===== src/rtl/sata_phy_pkg.sv =====
// Shared state encodings and default timing constants for the SATA link supervisor
// and its timer.
package sata_phy_pkg;

  typedef enum logic [2:0] {
    ST_IDLE      = 3'd0,
    ST_PHY_RST   = 3'd1,
    ST_WAIT_LINK = 3'd2,
    ST_LINK_UP   = 3'd3,
    ST_SPEED_CHG = 3'd4
  } sup_state_e;

  localparam int TIMER_W          = 24;
  localparam int DEF_RST_CYCLES   = 16;
  localparam int DEF_LINK_TIMEOUT = 24'hC0000;
  localparam int DEF_MAX_TRIES    = 4;
  localparam int DEF_LOSS_FILTER  = 8;

  // The timer is loaded on entry and signals done while showing zero, so a
  // window of N cycles needs a preset of N-1.
  function automatic logic [TIMER_W-1:0] tmr_preset(input int cycles);
    return TIMER_W'(cycles - 1);
  endfunction

endpackage


===== src/rtl/sata_sup_timer.sv =====
// Loadable 24-bit down-counter; done is high whenever the count has reached zero.
module sata_sup_timer
  import sata_phy_pkg::*;
(
  input  logic               clk,
  input  logic               reset_n,
  input  logic               clear,
  input  logic               load,
  input  logic               dec,
  input  logic [TIMER_W-1:0] load_val,
  output logic               done
);

  logic [TIMER_W-1:0] count_reg;

  always_ff @(posedge clk or negedge reset_n) begin
    if (!reset_n) begin
      count_reg <= '0;
    end else if (clear) begin
      count_reg <= '0;
    end else if (load) begin
      count_reg <= load_val;
    end else if (dec && count_reg != '0) begin
      count_reg <= count_reg - 1'b1;
    end
  end

  assign done = (count_reg == '0);

endmodule


===== src/rtl/sata_link_supervisor.sv =====
// SATA link bring-up supervisor: OOB reset pacing, link timeout retries, speed
// fallback and link-loss filtering. Optional Gen1 fallback: SATA_GEN1_FALLBACK_EN.
module sata_link_supervisor
  import sata_phy_pkg::*;
#(
  parameter int RST_CYCLES   = DEF_RST_CYCLES,
  parameter int LINK_TIMEOUT = DEF_LINK_TIMEOUT,
  parameter int MAX_TRIES    = DEF_MAX_TRIES,
  parameter int LOSS_FILTER  = DEF_LOSS_FILTER
) (
  input  logic       clk,
  input  logic       reset_n,
  input  logic       host_link_reset,
  input  logic       rx_locked,
  input  logic       linkup,
  output logic       oob_reset,
  output logic       gen2,
  output logic       link_ok,
  output logic [3:0] retry_cnt,
  output logic       fail_pulse,
  output logic [2:0] state_out
);

  localparam logic [3:0]         MAX_T       = 4'(MAX_TRIES);
  localparam logic [TIMER_W-1:0] RST_PRESET  = tmr_preset(RST_CYCLES);
  localparam logic [TIMER_W-1:0] LINK_PRESET = tmr_preset(LINK_TIMEOUT);
  localparam logic [TIMER_W-1:0] LOSS_PRESET = tmr_preset(LOSS_FILTER);

  sup_state_e         state_reg;
  logic               tmr_clear;
  logic               tmr_load;
  logic               tmr_dec;
  logic               tmr_done;
  logic [TIMER_W-1:0] tmr_val;
  logic [3:0]         retry_inc;

  assign retry_inc = (retry_cnt >= MAX_T) ? MAX_T : retry_cnt + 4'd1;
  assign state_out = state_reg;

  // One timer is reused: reset window, link timeout, and the loss filter,
  // which is reloaded on every linkup-high cycle so only a consecutive run expires.
  always_comb begin
    tmr_clear = 1'b0;
    tmr_load  = 1'b0;
    tmr_dec   = 1'b0;
    tmr_val   = '0;
    if (host_link_reset) begin
      tmr_clear = 1'b1;
    end else begin
      case (state_reg)
        ST_IDLE: begin
          if (rx_locked) begin
            tmr_load = 1'b1;
            tmr_val  = RST_PRESET;
          end else begin
            tmr_clear = 1'b1;
          end
        end
        ST_PHY_RST: begin
          if (!rx_locked) begin
            tmr_clear = 1'b1;
          end else if (tmr_done) begin
            tmr_load = 1'b1;
            tmr_val  = LINK_PRESET;
          end else begin
            tmr_dec = 1'b1;
          end
        end
        ST_WAIT_LINK: begin
          if (!rx_locked) begin
            tmr_clear = 1'b1;
          end else if (linkup) begin
            tmr_load = 1'b1;
            tmr_val  = LOSS_PRESET;
          end else if (tmr_done) begin
            tmr_load = 1'b1;
            tmr_val  = RST_PRESET;
          end else begin
            tmr_dec = 1'b1;
          end
        end
        ST_LINK_UP: begin
          if (linkup) begin
            tmr_load = 1'b1;
            tmr_val  = LOSS_PRESET;
          end else if (tmr_done) begin
            tmr_load = 1'b1;
            tmr_val  = RST_PRESET;
          end else begin
            tmr_dec = 1'b1;
          end
        end
        ST_SPEED_CHG: begin
          if (!rx_locked) begin
            tmr_clear = 1'b1;
          end else begin
            tmr_load = 1'b1;
            tmr_val  = RST_PRESET;
          end
        end
        default: tmr_clear = 1'b1;
      endcase
    end
  end

  sata_sup_timer u_timer (
    .clk      (clk),
    .reset_n  (reset_n),
    .clear    (tmr_clear),
    .load     (tmr_load),
    .dec      (tmr_dec),
    .load_val (tmr_val),
    .done     (tmr_done)
  );

  always_ff @(posedge clk or negedge reset_n) begin
    if (!reset_n) begin
      state_reg  <= ST_IDLE;
      oob_reset  <= 1'b1;
      gen2       <= 1'b1;
      link_ok    <= 1'b0;
      retry_cnt  <= 4'd0;
      fail_pulse <= 1'b0;
    end else begin
      fail_pulse <= 1'b0;
      if (host_link_reset) begin
        state_reg <= ST_IDLE;
        oob_reset <= 1'b1;
        gen2      <= 1'b1;
        link_ok   <= 1'b0;
        retry_cnt <= 4'd0;
      end else begin
        case (state_reg)
          ST_IDLE: begin
            oob_reset <= 1'b1;
            if (rx_locked) state_reg <= ST_PHY_RST;
          end
          ST_PHY_RST: begin
            if (!rx_locked) begin
              state_reg <= ST_IDLE;
            end else if (tmr_done) begin
              state_reg <= ST_WAIT_LINK;
              oob_reset <= 1'b0;
            end
          end
          ST_WAIT_LINK: begin
            if (!rx_locked) begin
              state_reg <= ST_IDLE;
              oob_reset <= 1'b1;
            end else if (linkup) begin
              state_reg <= ST_LINK_UP;
              link_ok   <= 1'b1;
              retry_cnt <= 4'd0;
            end else if (tmr_done) begin
              oob_reset <= 1'b1;
              if (retry_inc == MAX_T) begin
`ifdef SATA_GEN1_FALLBACK_EN
                state_reg <= ST_SPEED_CHG;
                retry_cnt <= retry_inc;
`else
                state_reg  <= ST_PHY_RST;
                retry_cnt  <= 4'd0;
                fail_pulse <= 1'b1;
`endif
              end else begin
                state_reg <= ST_PHY_RST;
                retry_cnt <= retry_inc;
              end
            end
          end
          ST_LINK_UP: begin
            if (!linkup && tmr_done) begin
              state_reg <= ST_PHY_RST;
              oob_reset <= 1'b1;
              link_ok   <= 1'b0;
              gen2      <= 1'b1;
              retry_cnt <= 4'd0;
            end
          end
`ifdef SATA_GEN1_FALLBACK_EN
          ST_SPEED_CHG: begin
            oob_reset <= 1'b1;
            if (!rx_locked) begin
              state_reg <= ST_IDLE;
            end else begin
              // Returning to Gen2 from Gen1 means every speed has been tried.
              state_reg  <= ST_PHY_RST;
              gen2       <= ~gen2;
              retry_cnt  <= 4'd0;
              fail_pulse <= ~gen2;
            end
          end
`endif
          default: begin
            state_reg <= ST_IDLE;
            oob_reset <= 1'b1;
          end
        endcase
      end
    end
  end

endmodule


===== config.mk =====
export PLATFORM = sky130hd
export DESIGN_NAME = sata_link_supervisor
export DESIGN_NICKNAME = d
export VERILOG_FILES = /design/src/rtl/sata_phy_pkg.sv /design/src/rtl/sata_sup_timer.sv /design/src/rtl/sata_link_supervisor.sv
export SDC_FILE = /design/constraint.sdc
export NUM_CORES = 1
export LEC_CHECK = 0
export ABC_AREA = 1
export BUFFER_PORTS_ARGS = -buffer_cell sky130_fd_sc_hd__buf_2
export CORE_MARGIN = 4
export CORE_UTILIZATION = 30
export DETAILED_ROUTE_END_ITERATION = 6
export PLACE_DENSITY = 0.55
export SYNTH_ARGS = -nofsm -noshare
export SYNTH_HDL_FRONTEND = slang
export SYNTH_SLANG_ARGS = --single-unit

===== constraint.sdc =====
create_clock -name clk -period 3.95 [get_ports clk]
set_input_delay 0.5925 -clock clk [delete_from_list [all_inputs] [get_ports clk]]
set_output_delay 0.5925 -clock clk [all_outputs]
set_load 0.01 [all_outputs]

==> metrics.yaml, run 1 <==
run_status:
  run_status: "complete, no violations"
finish:
  fin_util_pct: 34.05
  num_antenna_cells: 0
  nets: 365
  fin_area_um2: 2659
  area_growth_pct: 8.751
  drive_gt1_share_pct: 13.64
  largest_register_ffs: 24
sta:
  max_freq_mhz: 495.8
  rsz0062_at_grt: "false"
  finalSetupViolations: 0
  period_needed_ns: 2.017
  tightest_slew_ns: 0.7677
  fin_skew_ns: 0.007703
  fin_ws_ns: 1.933
  fin_tns_setup_ns: 0
  hold_violations: 0
  period_share_pct: 51.06
  slew_viol_final: 0
  relSlewSlack_pct: 48.82
detailed_routing:
  wl_per_cell_um: 11.67
  vias: 2096
  drc: 0
  vias_per_cell: 4.617
  firstDrtPassIters: 4
  drtIter0Drc: 71
  ant_nets: 0
  routed_wl_mm: 5.299
synthesis:
  synth_top_area_share_pct: 32.75
  synth_most_common_cell: "nand2_1"
  synth_seq_area_share_pct: 33.83
  syn_nets: 352
  yosys_warnings: 0
  synth_common_cells: "105 x nand2_1, 37 x nor2_1, 35 x nand3_1, 32 x dfrtp_1, 27 x inv_1"
  avgSynthCellArea_um2: 7.212
  syn_inst: 339
  synthFlopType: "dfrtp_1"
  synth_edf_count: 0
  syn-cell-area_um2: 2445
  yosys.area.top_type: "dfrtp_1"
  synth-seq-cells: 33
  synth.distinct_cells: 34
  postSynth.asyncResetShare_pct: 100.0
  ys_top_cells_by_area: "dfrtp_1 33%, nand2_1 16%, nand3_1 7.2%"
floorplanning:
  dieArea_um2: 9658
  ioPinCount: 16
  coreArea_um2: 7807
  die_x_um: 98.28
  core.rowCount: 32
  die_y_um: 98.28
  start_util_pct: 31.31
min_path:
  min_path_type: "in2async"
clock_tree:
  cts_buffer_depth: 2
  cts_hold_buf: 0
  htreeDepth: 2
  cts_sinks: 33
  clk_latency_ns: 0.29
  clk_root_buffer_cell: "clkbuf_8"
  clk_pin_slew_worst_paths_ns: 0.07
  post_cts_resized: 0
  cts_buffers: 5
  post-cts-setup-buffers: 0
  cts_tree: "done"
setup_path:
  cp_slowest_stage_delay_ns: 0.42
  cpMostUsedCell: "nand2_1"
  end_kind: "flop"
  crit_chain: "ha_1 > nor2_1 > nor3_1 > inv_2 > nor2_4 > nand2_8 > inv_8 > nand2_1 > nand2_1"
  crit_buf_inv: 2
  cp.depth: 9
  crit_path_start_kind: "flop"
  crit_arrival_ns: 2.24
  path_max_fanout: 19
  critPathTopFamily: "simple AND/OR/NAND/NOR gates"
  worstSetupPathType: "reg2reg"
  worstRegToRegCells: 9
  worst_path_max_delay_cell: "dfrtp_1"
  cp_data_required_time_ns: 4.17
power_and_ir_drop:
  vdd_ir_drop_max_mv: 0.2580
  cellLeakagePower_nw: 1.416
  powerDensity_nw_per_um2: 865.6
  total_power_mw: 2.301
placed_design:
  dp_slack_ns: 1.866
  hpwl_mm: 3.942
  gp_congestion: 0.8149
  place_area_um2: 2572
  portBuffers: 13
grt:
  grt_usage_pct: 12.03
  grt_start_max_net_pins: 34
  grt-ovfl-total: 0
  grt_pass1_vias: 2073
  antenna_found_initial: 0
  grt_first_pass_wirelength_mm: 9.522
flow_run:
  cap_viol_max_count: 0
==> worst paths after layout <==
path	from	slack [ns]	endpoint
worst min-delay path	reset_n	0.37	u_timer.count_reg[17]
min in group clk	oob_reset	0.46	oob_reset
worst max-delay path	state_out[0]	1.93	u_timer.count_reg[0]
worst max register to register	state_out[0]	1.93	u_timer.count_reg[0]
worst min register to register	oob_reset	0.46	oob_reset
max in group asynchronous	reset_n	3.08	u_timer.count_reg[23]
==> area by class of cell <==
class | count | area, um^2
Fill cell | 861 | 5149
Multi-Input combinational cell | 269 | 1433
Sequential cell | 33 | 827.0
Tap cell | 102 | 127.6
Inverter | 30 | 120.1
Clock buffer | 7 | 86.33
Timing Repair Buffer | 13 | 65.06
==> cell families after synthesis <==
family,after synthesis,share of synthesized area [%]
flops,33,33.83
other cells,2,0.3072
buf+inv,37,7.573
simple gates,218,41.86
compound gates,21,5.169
fa+ha+maj,8,4.094
xor+xnor,20,7.165
==> cells in the final DEF (no fill, tap or decap), types with 9 or more instances in the layout <==
master   instances
buf_2           13
dfrtp_1         32
inv_1           27
nand2_1        105
nand2_2          9
nand3_1         35
nor2_1          37
nor3_1           9
o21ai_0         11
xor2_1          14
==> metrics by stage <==
stage,hold slack (ns),instances
4_1_cts,0.4049,454
3_3_place_gp,0.4506,447
6_report,0.3668,454
3_5_place_dp,0.4534,447
5_1_grt,0.4436,454
2_1_floorplan,0.2969,339
==> power by group <==
group	total (mW)	switching (mW)	leakage (nW)	internal, mW
clock network	0.260	0.122	0.0443	0.138
logic	1.49	0.946	0.926	0.542
registers	0.553	0.119	0.446	0.434
==> routing by layer <==
layer | part of all wire (%) | routed length, um | track usage (%)
met1 | 51 | 2718 | 16.15
met2 | 44 | 2355 | 18.80
met3 | 2.8 | 149 | 3.214
met5 | 0 | 0 | 0
met4 | 1.4 | 76 | 3.992
Power figures use the tool's default switching activity.
==> run 2: changes to the inputs <==
--- a/config.mk
+++ b/config.mk
@@ -5,7 +5,7 @@
 export SDC_FILE = /design/constraint.sdc
 export NUM_CORES = 1
 export LEC_CHECK = 0
-export ABC_AREA = 1
+export ABC_AREA = 0
 export BUFFER_PORTS_ARGS = -buffer_cell sky130_fd_sc_hd__buf_2
 export CORE_MARGIN = 4
 export CORE_UTILIZATION = 30
==> constraint.sdc (replaced) <==
create_clock -name clk -period 2.1 [get_ports clk]
set_input_delay 0.315 -clock clk [delete_from_list [all_inputs] [get_ports clk]]
set_output_delay 0.315 -clock clk [all_outputs]
set_load 0.01 [all_outputs]
==> run 2 against run 1 <==
Compared with the run above:
- the flow now finishes with violations (setup timing)
- count of clock-buffer cells in the layout decreased by 1
- non-clock buffer count is 84 higher
- final cell count is 0.22% higher
- area after synthesis down 7.9%
- hold slack got worse by 0.27 ns
- total power is 58% higher
- clock skew rose by 0.00085 ns
- critical endpoint is now u_timer.count_reg[7]
- largest power group unchanged
- highest routed layer unchanged
==> metrics.yaml, run 2 <==
floorplanning:
  start_util_pct: 30.87
  dieArea_um2: 8953
  ioPinCount: 16
  coreArea_um2: 7292
  core.rowCount: 31
  die_x_um: 94.62
  die_y_um: 94.62
synthesis:
  synthFlopType: "dfrtp_1"
  postSynth.asyncResetShare_pct: 100.0
  synth.distinct_cells: 55
  syn_inst: 264
  synth_common_cells: "39 x nor2_1, 32 x dfrtp_1, 26 x o21ai_0"
  syn_nets: 277
  yosys.area.top_type: "dfrtp_1"
  avgSynthCellArea_um2: 8.526
  synth_most_common_cell: "nor2_1"
  yosys_warnings: 0
  synth_top_area_share_pct: 35.58
  ys_top_cells_by_area: "dfrtp_1 36%, nor2_1 6.5%, o21ai_0 5.8%"
  syn-cell-area_um2: 2251
  synth_seq_area_share_pct: 36.74
  synth-seq-cells: 33
  synth_edf_count: 0
sta:
  fin_ws_ns: -0.2820
  finalSetupViolations: 31
  holdWs_ns: 0.09290
  hold_violations: 0
  fin_skew_ns: 0.008557
  period_share_pct: 113.4
  fin_tns_setup_ns: -7.061
  tightest_slew_ns: 0.7752
  period_needed_ns: 2.382
  relSlewSlack_pct: 48.32
  rsz0062_at_grt: "true"
  max_freq_mhz: 419.8
  slew_viol_final: 0
grt:
  grt_start_max_net_pins: 34
  antenna_found_initial: 0
  grt_first_pass_wirelength_mm: 11.07
  grt-ovfl-total: 0
  grt_usage_pct: 15.64
  grt_pass1_vias: 2287
detailed_routing:
  drtIter0Drc: 93
  routed_wl_mm: 6.693
  vias: 2320
  ant_nets: 0
  firstDrtPassIters: 4
  vias_per_cell: 5.099
  drc: 0
  wl_per_cell_um: 14.71
setup_path:
  end_kind: "flop"
  cp_data_required_time_ns: 2.28
  critPathTopFamily: "simple AND/OR/NAND/NOR gates"
  worst_path_max_delay_cell: "or4_4"
  crit_buf_inv: 1
  path_max_fanout: 5
  worstSetupPathType: "reg2reg"
  crit_path_start_kind: "flop"
  crit_chain: "or4_4 > buf_6 > nor4_4 > and4_4 > mux2i_4 > o21ai_1 > a21o_1"
  cp_slowest_stage_delay_ns: 0.57
  crit_arrival_ns: 2.56
finish:
  nets: 368
  layout_common_cells: "70 x buf_4, 37 x nor2_1, 32 x dfrtp_1, 15 x o21ai_0"
  drive_gt1_share_pct: 43.54
  num_antenna_cells: 0
  final_common_cell: "buf_4"
  fin_area_um2: 3385
  largest_register_ffs: 24
  area_growth_pct: 50.36
power_and_ir_drop:
  power.share.switching_pct: 41.59
  vdd_ir_drop_max_mv: 0.4730
  cellLeakagePower_nw: 1.584
  p_seq_share_pct: 19.9
  internal-power_mw: 2.121
  powerDensity_nw_per_um2: 1073
  net-switching-power_mw: 1.510
  power_frac_comb_pct: 66.9
  pwr-share-clk_pct: 13.2
min_path:
  min_path_type: "in2async"
placed_design:
  hpwl_mm: 4.593
  gp_congestion: 0.8144
  portBuffers: 13
  place_area_um2: 2954
run_status:
  violations: "setup timing"
  run_status: "finished, violations left"
flow_run:
  cap_viol_max_count: 0
clock_tree:
  clk_root_buffer_cell: "clkbuf_8"
  htreeDepth: 2
  cts_buffers: 5
  cts_sinks: 33
  clk_latency_ns: 0.29
  clk_pin_slew_worst_paths_ns: 0.08
  cts_hold_buf: 0
  cts_buffer_depth: 2
  cts_tree: "done"
run 2: cell families (layout without fill, tap and decap cells):
kind of cell	Yosys count	in the layout	synth area share, %
simple gates	104	104	24.35
other cells	2	2	0.3336
mux	6	7	2.779
xor+xnor	5	5	1.945
buf+inv	28	119	5.503
compound gates	78	78	23.90
flops	33	33	36.74
fa+ha+maj	8	8	4.447
run 2: through the flow:
stage | utilization (%) | worst slack [ns] | cells | total power [mW]
final | 46.41 | -0.2820 | 455 | 3.631
after global routing | 46.41 | -0.3731 | 455 | 3.909
after CTS | 44.51 | -0.2877 | 453 | 3.472
after detailed placement | 40.51 | -0.3742 | 436 | 2.644
after global placement | 40.51 | -0.2869 | 436 | 2.631
after floorplan | - | -0.2836 | 264 | 1.824
run 2: worst reg2reg max path, stage by stage (launching register included):
cell and delay, ns:
dfrtp_1 0.38, or4_4 0.57, buf_6 0.14, nor4_4 0.23, and4_4 0.35, mux2i_4 0.34, o21ai_1 0.09, a21o_1 0.16
run 2: per-layer routing:
layer  routed length (um)  track usage, %
met3                  203           3.665
met4                   45           3.365
met2                 3263           25.19
met1                 3181           21.32
met5                    0               0
run 2: path summary, 6_finish.rpt:
check,slack [ns],endpoint,cells past startpoint,start
setup / recovery,-0.28,u_timer.count_reg[7],7,u_timer.count_reg[7]
hold / removal,0.09,state_out[1],1,reset_n
setup reg to reg,-0.28,u_timer.count_reg[7],7,u_timer.count_reg[7]
hold reg to reg,0.52,oob_reset,2,oob_reset
max in group asynchronous,1.51,u_timer.count_reg[18],1,reset_n
min in group clk,0.37,state_out[1],2,host_link_reset
run 2: repair_timing:
action | in CTS | in global routing
cloned | 2 | 0
pin swaps | 10 | 17
resized for setup | 39 | 26
setup buffers | 7 | 2
endpoints found under the setup margin | 31 | 32
run 2: power groups by stage:
stage / Clock (mW) / Combinational [mW] / Sequential (mW)
2_1_floorplan: 0 / 1.06 / 0.759
3_3_place_gp: 0 / 1.90 / 0.732
3_5_place_dp: 0 / 1.91 / 0.734
4_1_cts: 0.499 / 2.25 / 0.723
5_1_grt: 0.528 / 2.65 / 0.730
6_report: 0.480 / 2.43 / 0.723
run 2: layout make-up:
class | count | area [um^2]
well taps | 99 | 123.9
repair buffers | 97 | 748.2
inverters | 14 | 52.55
multi-input cells | 204 | 1550
clock buffers | 6 | 72.57
fillers | 726 | 3908
clock inverters | 2 | 10.01
flip-flops and latches | 33 | 827.0
